[src/rtl/mux_stream_deserializer_if.sv]
// Serial-in / word-out bundle between the mux stream producer, the deserializer and the word consumer.
// master drives the serial stream and the acknowledge; slave is the deserializer.
interface mux_stream_deserializer_if #(
   parameter int WIDTH = 8,
   parameter int CNT_W = 3
);
   logic             din;
   logic             din_valid;
   logic             sync;
   logic             dout_ack;
   logic [WIDTH-1:0] dout;
   logic             dout_valid;
   logic             busy;
   logic [CNT_W-1:0] bit_cnt;
   logic             overrun;
   logic             frame_err;

   modport master (
      output din, din_valid, sync, dout_ack,
      input  dout, dout_valid, busy, bit_cnt, overrun, frame_err
   );

   modport slave (
      input  din, din_valid, sync, dout_ack,
      output dout, dout_valid, busy, bit_cnt, overrun, frame_err
   );
endinterface

[src/rtl/mux_stream_deserializer.sv]
// Collects a sync-framed, bit-valid-qualified serial stream into WIDTH-bit words.
// Words are handed off with valid/ack; overrun is sticky and frame_err pulses on a broken frame.
module mux_stream_deserializer #(
   parameter int WIDTH     = 8,
   parameter int CNT_W     = 3,
   parameter bit MSB_FIRST = 1'b1
) (
   input  logic                        clk,
   input  logic                        rst,
   mux_stream_deserializer_if.slave    bus
);

   typedef enum logic {IDLE, SHIFT} state_t;

   state_t           state;
   logic [WIDTH-1:0] sr;
   logic [WIDTH-1:0] sr_next;
   logic [WIDTH-1:0] sr_first;
   logic [CNT_W-1:0] cnt;
   logic [WIDTH-1:0] dout_q;
   logic             dout_valid_q;
   logic             busy_q;
   logic             overrun_q;
   logic             frame_err_q;
   logic             last_bit;

   // sr_first is bit 0 of a fresh word, so stale partial bits never leak into it
   assign sr_next  = MSB_FIRST ? {sr[WIDTH-2:0], bus.din} : {bus.din, sr[WIDTH-1:1]};
   assign sr_first = MSB_FIRST ? {{(WIDTH-1){1'b0}}, bus.din} : {bus.din, {(WIDTH-1){1'b0}}};
   assign last_bit = (cnt == CNT_W'(WIDTH - 1));

   // NOTE: every register below uses <= so all of them see pre-edge values of each other.
   always_ff @(posedge clk) begin
      if (rst) begin
         state        <= IDLE;
         sr           <= '0;
         cnt          <= '0;
         dout_q       <= '0;
         dout_valid_q <= 1'b0;
         busy_q       <= 1'b0;
         overrun_q    <= 1'b0;
         frame_err_q  <= 1'b0;
      end else begin
         frame_err_q <= 1'b0;
         // consumption first; a completing word below may re-assert valid in the same cycle
         if (dout_valid_q && bus.dout_ack) dout_valid_q <= 1'b0;

         if (bus.sync) begin
            if (state == SHIFT && cnt != '0) frame_err_q <= 1'b1;
            state  <= SHIFT;
            busy_q <= 1'b1;
            if (bus.din_valid) begin
               sr  <= sr_first;
               cnt <= CNT_W'(1);
            end else begin
               sr  <= '0;
               cnt <= '0;
            end
         end else if (state == SHIFT && bus.din_valid) begin
            sr <= sr_next;
            if (last_bit) begin
               cnt <= '0;
               if (!dout_valid_q || bus.dout_ack) begin
                  dout_q       <= sr_next;
                  dout_valid_q <= 1'b1;
               end else begin
                  overrun_q <= 1'b1;
               end
            end else begin
               cnt <= cnt + 1'b1;
            end
         end
      end
   end

   assign bus.dout       = dout_q;
   assign bus.dout_valid = dout_valid_q;
   assign bus.busy       = busy_q;
   assign bus.bit_cnt    = cnt;
   assign bus.overrun    = overrun_q;
   assign bus.frame_err  = frame_err_q;

endmodule

[src/flat_wrapper.sv]
// flat-port wrapper written by rule: the top's interface ports become plain ports
module mux_stream_deserializer_flat 
#(
   parameter int WIDTH     = 8,
   parameter int CNT_W     = 3,
   parameter bit MSB_FIRST = 1'b1
)
  (clk, rst, bus_din, bus_din_valid, bus_sync, bus_dout_ack, bus_dout, bus_dout_valid, bus_busy, bus_bit_cnt, bus_overrun, bus_frame_err);
  mux_stream_deserializer_if #(.WIDTH(WIDTH), .CNT_W(CNT_W)) bus_i ();
  input  logic clk;
  input  logic rst;
  input wire logic [$bits(bus_i.din)-1:0] bus_din;
  input wire logic [$bits(bus_i.din_valid)-1:0] bus_din_valid;
  input wire logic [$bits(bus_i.sync)-1:0] bus_sync;
  input wire logic [$bits(bus_i.dout_ack)-1:0] bus_dout_ack;
  output wire logic [$bits(bus_i.dout)-1:0] bus_dout;
  output wire logic [$bits(bus_i.dout_valid)-1:0] bus_dout_valid;
  output wire logic [$bits(bus_i.busy)-1:0] bus_busy;
  output wire logic [$bits(bus_i.bit_cnt)-1:0] bus_bit_cnt;
  output wire logic [$bits(bus_i.overrun)-1:0] bus_overrun;
  output wire logic [$bits(bus_i.frame_err)-1:0] bus_frame_err;
  assign bus_i.din = bus_din;
  assign bus_i.din_valid = bus_din_valid;
  assign bus_i.sync = bus_sync;
  assign bus_i.dout_ack = bus_dout_ack;
  assign bus_dout = bus_i.dout;
  assign bus_dout_valid = bus_i.dout_valid;
  assign bus_busy = bus_i.busy;
  assign bus_bit_cnt = bus_i.bit_cnt;
  assign bus_overrun = bus_i.overrun;
  assign bus_frame_err = bus_i.frame_err;
  mux_stream_deserializer #(.WIDTH(WIDTH), .CNT_W(CNT_W), .MSB_FIRST(MSB_FIRST)) u_core (.clk(clk), .rst(rst), .bus(bus_i));
endmodule
[config.mk]
export PLATFORM = sky130hd
export DESIGN_NAME = mux_stream_deserializer_flat
export DESIGN_NICKNAME = d
export VERILOG_FILES = /design/src/rtl/mux_stream_deserializer_if.sv /design/src/rtl/mux_stream_deserializer.sv /design/src/flat_wrapper.sv
export SDC_FILE = /design/constraint.sdc
export NUM_CORES = 1
export LEC_CHECK = 0
export CAP_MARGIN = 20
export CORE_MARGIN = 2
export CORE_UTILIZATION = 48
export CTS_CLUSTER_DIAMETER = 60
export DETAILED_ROUTE_END_ITERATION = 12
export HOLD_SLACK_MARGIN = 0.12
export PLACE_DENSITY = 0.77
export SETUP_SLACK_MARGIN = 0.3
export SLEW_MARGIN = 25
export SYNTH_ARGS = -nofsm -noshare
export SYNTH_HDL_FRONTEND = slang
export SYNTH_SLANG_ARGS = --single-unit
[constraint.sdc]
create_clock -name clk -period 1.7 [get_ports clk]
set_input_delay 0.34 -clock clk [delete_from_list [all_inputs] [get_ports clk]]
set_output_delay 0.34 -clock clk [all_outputs]
set_load 0.02 [all_outputs]
Word level (Yosys, flattened, before mapping):

Index checks and enable logic that the tools add are counted.

* multiplexer cells: 13
* $add $sub $neg: 1
* bitwise gates (word level): 2
* equality and inequality tests: 1
* reductions and logical operators: 10

Operators by type and width (number)
* $mux W7: 2
* $mux W3: 3
* $mux W1: 8
* $reduce_and A4 Y1: 2
* $add A3 B1 Y3 const B: 1
* $eq A3 B3 Y1 const B: 1
* $logic_and A1 B1 Y1: 3
* $reduce_bool A3 Y1: 1
* $not A1 Y1: 2
* $reduce_bool A2 Y1: 1
* $reduce_or A2 Y1: 1
* $logic_not A1 Y1: 1
* $logic_or A1 B1 Y1: 1

* word-level logic and storage cells: 34
* input bits: 6
* flip-flop bits (word level): 22

Logic depth before layout (Yosys ltp):

* word-level depth: 6
* mapped depth: 6

Least setup slack after synthesis:

No wires, ideal clock.

* path type: register to register
* from: register u_core.cnt[0], in the netlist u_core.bus.bit_cnt[0]
* to: register u_core.dout_q[0], in the netlist u_core.bus.dout[0]
* stages on the path, launching flop included: 7
* setup slack: 0.236 ns
* clock period less this slack: 1.464 ns
* buffers on the path: 1
* data arrival time: 1.393 ns
* library setup time: 0.072 ns
* path through: dfxtp_1 > ha_1 > ha_1 > nand4b_2 > nor2b_2 > buf_6 > mux2i_1

* longest elaborated chain between the ends: 2

RTL lines
* start: declaration: line mux_stream_deserializer.sv:19 `logic [CNT_W-1:0] cnt;`
* start signal: assignment: line mux_stream_deserializer.sv:70 `cnt <= cnt + 1'b1;`
* $eq A3 B3 Y1: line mux_stream_deserializer.sv:30 `assign last_bit = (cnt == CNT_W'(WIDTH - 1));`
* $reduce_and A4 Y1 (no line)
* end signal: assignment: line mux_stream_deserializer.sv:64 `dout_q <= sr_next;`
* end: declaration: line mux_stream_deserializer.sv:20 `logic [WIDTH-1:0] dout_q;`

Every way passes these cells.
A chain may end at the register's enable or synchronous reset.

Worst setup path after layout:

* from: register u_core.dout_q[7], in the netlist u_core.bus.dout[7]
* to: output port bus_dout[7]

RTL lines
* end: declaration: line flat_wrapper.sv:16 `output wire logic [$bits(bus_i.dout)-1:0] bus_dout;`

No word-level cell between the ends.

==> out/results.ini <==
[run_status]
outcome=finished, final reports clean

[worst_setup_path]
cp_cell_sequence=dlygate4sd2_1
cp_data_arrival_time_ps=1010
worst_path_dominant_cell_family=flip-flops
cp_slowest_cell=dfxtp_1
endpoint_kind=output port
path_buf_inv=1
critPathLaunchType=register
cp_max_fo=2
cp.required_ps=1360
crit_path_max_incr_delay_ps=360
crit_type=register to output port

[clocking]
cts_tree=done
cts_buffer_depth=2
cts_root_buffer=clkbuf_4
cts.sinks=22
clk_pin_slew_ps=120
cts.htree.levels=1
insertion_delay_ps=300
cts_buffers=3
ctsHoldBuffers=0

[global_routing]
grt_pass1_wl_microns=2829
gr-total-overflow=0
track_usage=0.1794
grt_antenna_before_repair=0
grt_start_max_net_pins=13
grt_pass1_vias=667

[detailed_routing]
wl_per_cell_microns=11.77
first_pass_iters=4
antenna_left=0
drt_wl_total_microns=1812
drt-initial-drc-count=7
vias=744
drc=0
viasPerCell=4.831

[die]
die_h_microns=47.89
io-pin-count=21
rows=15
die_area_sq_um=2293
initial_core_util=0.5241
fp.dieW_microns=47.89
core_area_sq_um=1764

[hold_path]
min_path_type=register to register

[finish]
final_nets=139
area_growth_pct=34.78
layout-drive-gt1-share=0.1705
fin_cells=154
fin_util=0.7064
antenna_cells=0

[timing]
fin_skew_ps=4.885
tightest_slew_ps=257.8
setup_violations=0
setup_tns_ps=0
final_hold_viol_count=0
slew_viol_final=0
clock.fmax_mhz=741.6
layout_min_cycle_time_ps=1348
rsz0062_at_grt=true
finalCritPeriodShare=0.7932
slew-limit-headroom=0.8277

[yosys]
syn_avg_cell_area_sq_um=9.065
syn_nets=111
syn_area_sq_um=924.6
syn_inst=102
synth.lib_cells_used.distinct=21
yosysWarnings=0
ys_seq_area_frac=0.4763
synth_seq_cells=22

[placement]
portBuffers=20
dp_cells=148
hpwl_microns=1307
gp_congestion=0.7553

[power_and_ir_drop]
p_per_area_nw_per_um2=716.1
vdd_drop_max_mv=0.4767
leakagePower_nw=0.5049
total_power_uw=892.4

[job]
maxCapViolations=0

worst paths after layout:
path	startpoint	endpoint	slack, ps	cells past startpoint
worst min register to register	u_core.sr[6]	u_core.sr[6]	470	2
worst max-delay path	u_core.bus.dout[7]	bus_dout[7]	350	1
worst min-delay path	u_core.sr[6]	u_core.sr[6]	470	2
worst max register to register	u_core.bus.bit_cnt[1]	u_core.bus.dout[6]	370	6
synthesized netlist by cell type:
library cell,count,share of area
clkbuf_1,3,0.012
nor2b_1,1,0.0068
o211ai_1,1,0.0081
o21ba_2,1,0.011
mux2i_1,8,0.087
buf_2,1,0.0054
a21oi_1,12,0.065
nand4b_2,1,0.016
ha_1,3,0.041
buf_6,1,0.012
nor3_1,1,0.0054
nor3b_1,1,0.0081
nand2b_1,17,0.12
o21ai_0,1,0.0054
nand2_1,20,0.081
and2_2,1,0.0081
dfxtp_1,22,0.48
nor2b_2,1,0.0095
inv_1,2,0.0081
nor2_1,3,0.012
or2_2,1,0.0068
registers in the layout, summed over array words and instances, names as in the netlist:
register	cells
u_core.bus.bit_cnt	3
u_core.state	1
u_core.bus.overrun	1
u_core.bus.dout	8
u_core.sr	7
u_core.bus.frame_err	1
u_core.bus.dout_valid	1
through the flow:
stage | hold WS (ps) | area [sq um] | setup slack [ps]
finish | 472.3 | 1246 | 351.5
global route | 505.9 | 1246 | 286.2
CTS | 476.4 | 1225 | 301.4
detailed placement | 458.7 | 1189 | 111.1
global placement | 447.1 | 1189 | 163.3
floorplan | 436.8 | 927.1 | 342.2
cells in the final DEF (no fill, tap or decap):
cell type         n
mux2i_1           8
ha_1              1
a21oi_1          12
ha_4              1
clkbuf_4          3
clkbuf_2          1
o21ba_2           1
nor2b_4           1
nand4b_4          1
inv_1             2
ha_2              1
nor2_1            3
nor2b_1           1
clkdlybuf4s50_1   5
dfxtp_2           2
and2_2            1
buf_12            1
nand2b_1         17
nand2_1          20
nor3_1            1
or2_2             1
buf_4             7
o211ai_1          1
dlygate4sd2_1    14
nor3b_1           1
clkbuf_8          1
dfxtp_1          20
o21ai_0           1
cell type report:
class | count | area [sq um]
Clock buffer | 4 | 36.28
Fill cell | 157 | 518.0
Inverter | 2 | 7.507
Multi-Input combinational cell | 73 | 478.0
Sequential cell | 22 | 442.9
Tap cell | 25 | 31.28
Timing Repair Buffer | 28 | 250.2
logic make-up after synthesis:
family	Yosys count	share of synthesized area
adder cells (fa/ha/maj)	3	0.04060
multiplexers	8	0.08661
AO/OA/AOI/OAI	15	0.08931
flip-flops	22	0.4763
buffers and inverters	7	0.03789
AND/OR/NAND/NOR	47	0.2693
what timing repair did:
item	CTS	global route
gates resized for setup	17	5
setup endpoints to repair	23	9
buffers inserted	1	1
worst min-delay path, stage by stage (launching register included):
cell and delay [ps]:
dfxtp_1 330, nand2_1 50, a21oi_1 60
metal layers:
metal / vias up / track usage / part of all wire
met5: - / 0 / 0
met4: 0 / 0.06486 / 0.019
met3: 4 / 0.04528 / 0.037
met2: 16 / 0.2880 / 0.47
met1: 337 / 0.2327 / 0.48
li1: 387 / - / -
power breakdown:
group	internal (mW)	leakage (nW)	switching, mW
logic	0.0396	0.305	0.0405
clock network	0.131	0.0210	0.158
registers	0.521	0.179	0.00321
total	0.691	0.505	0.201
No activity file was read; power rests on OpenSTA's default activity.
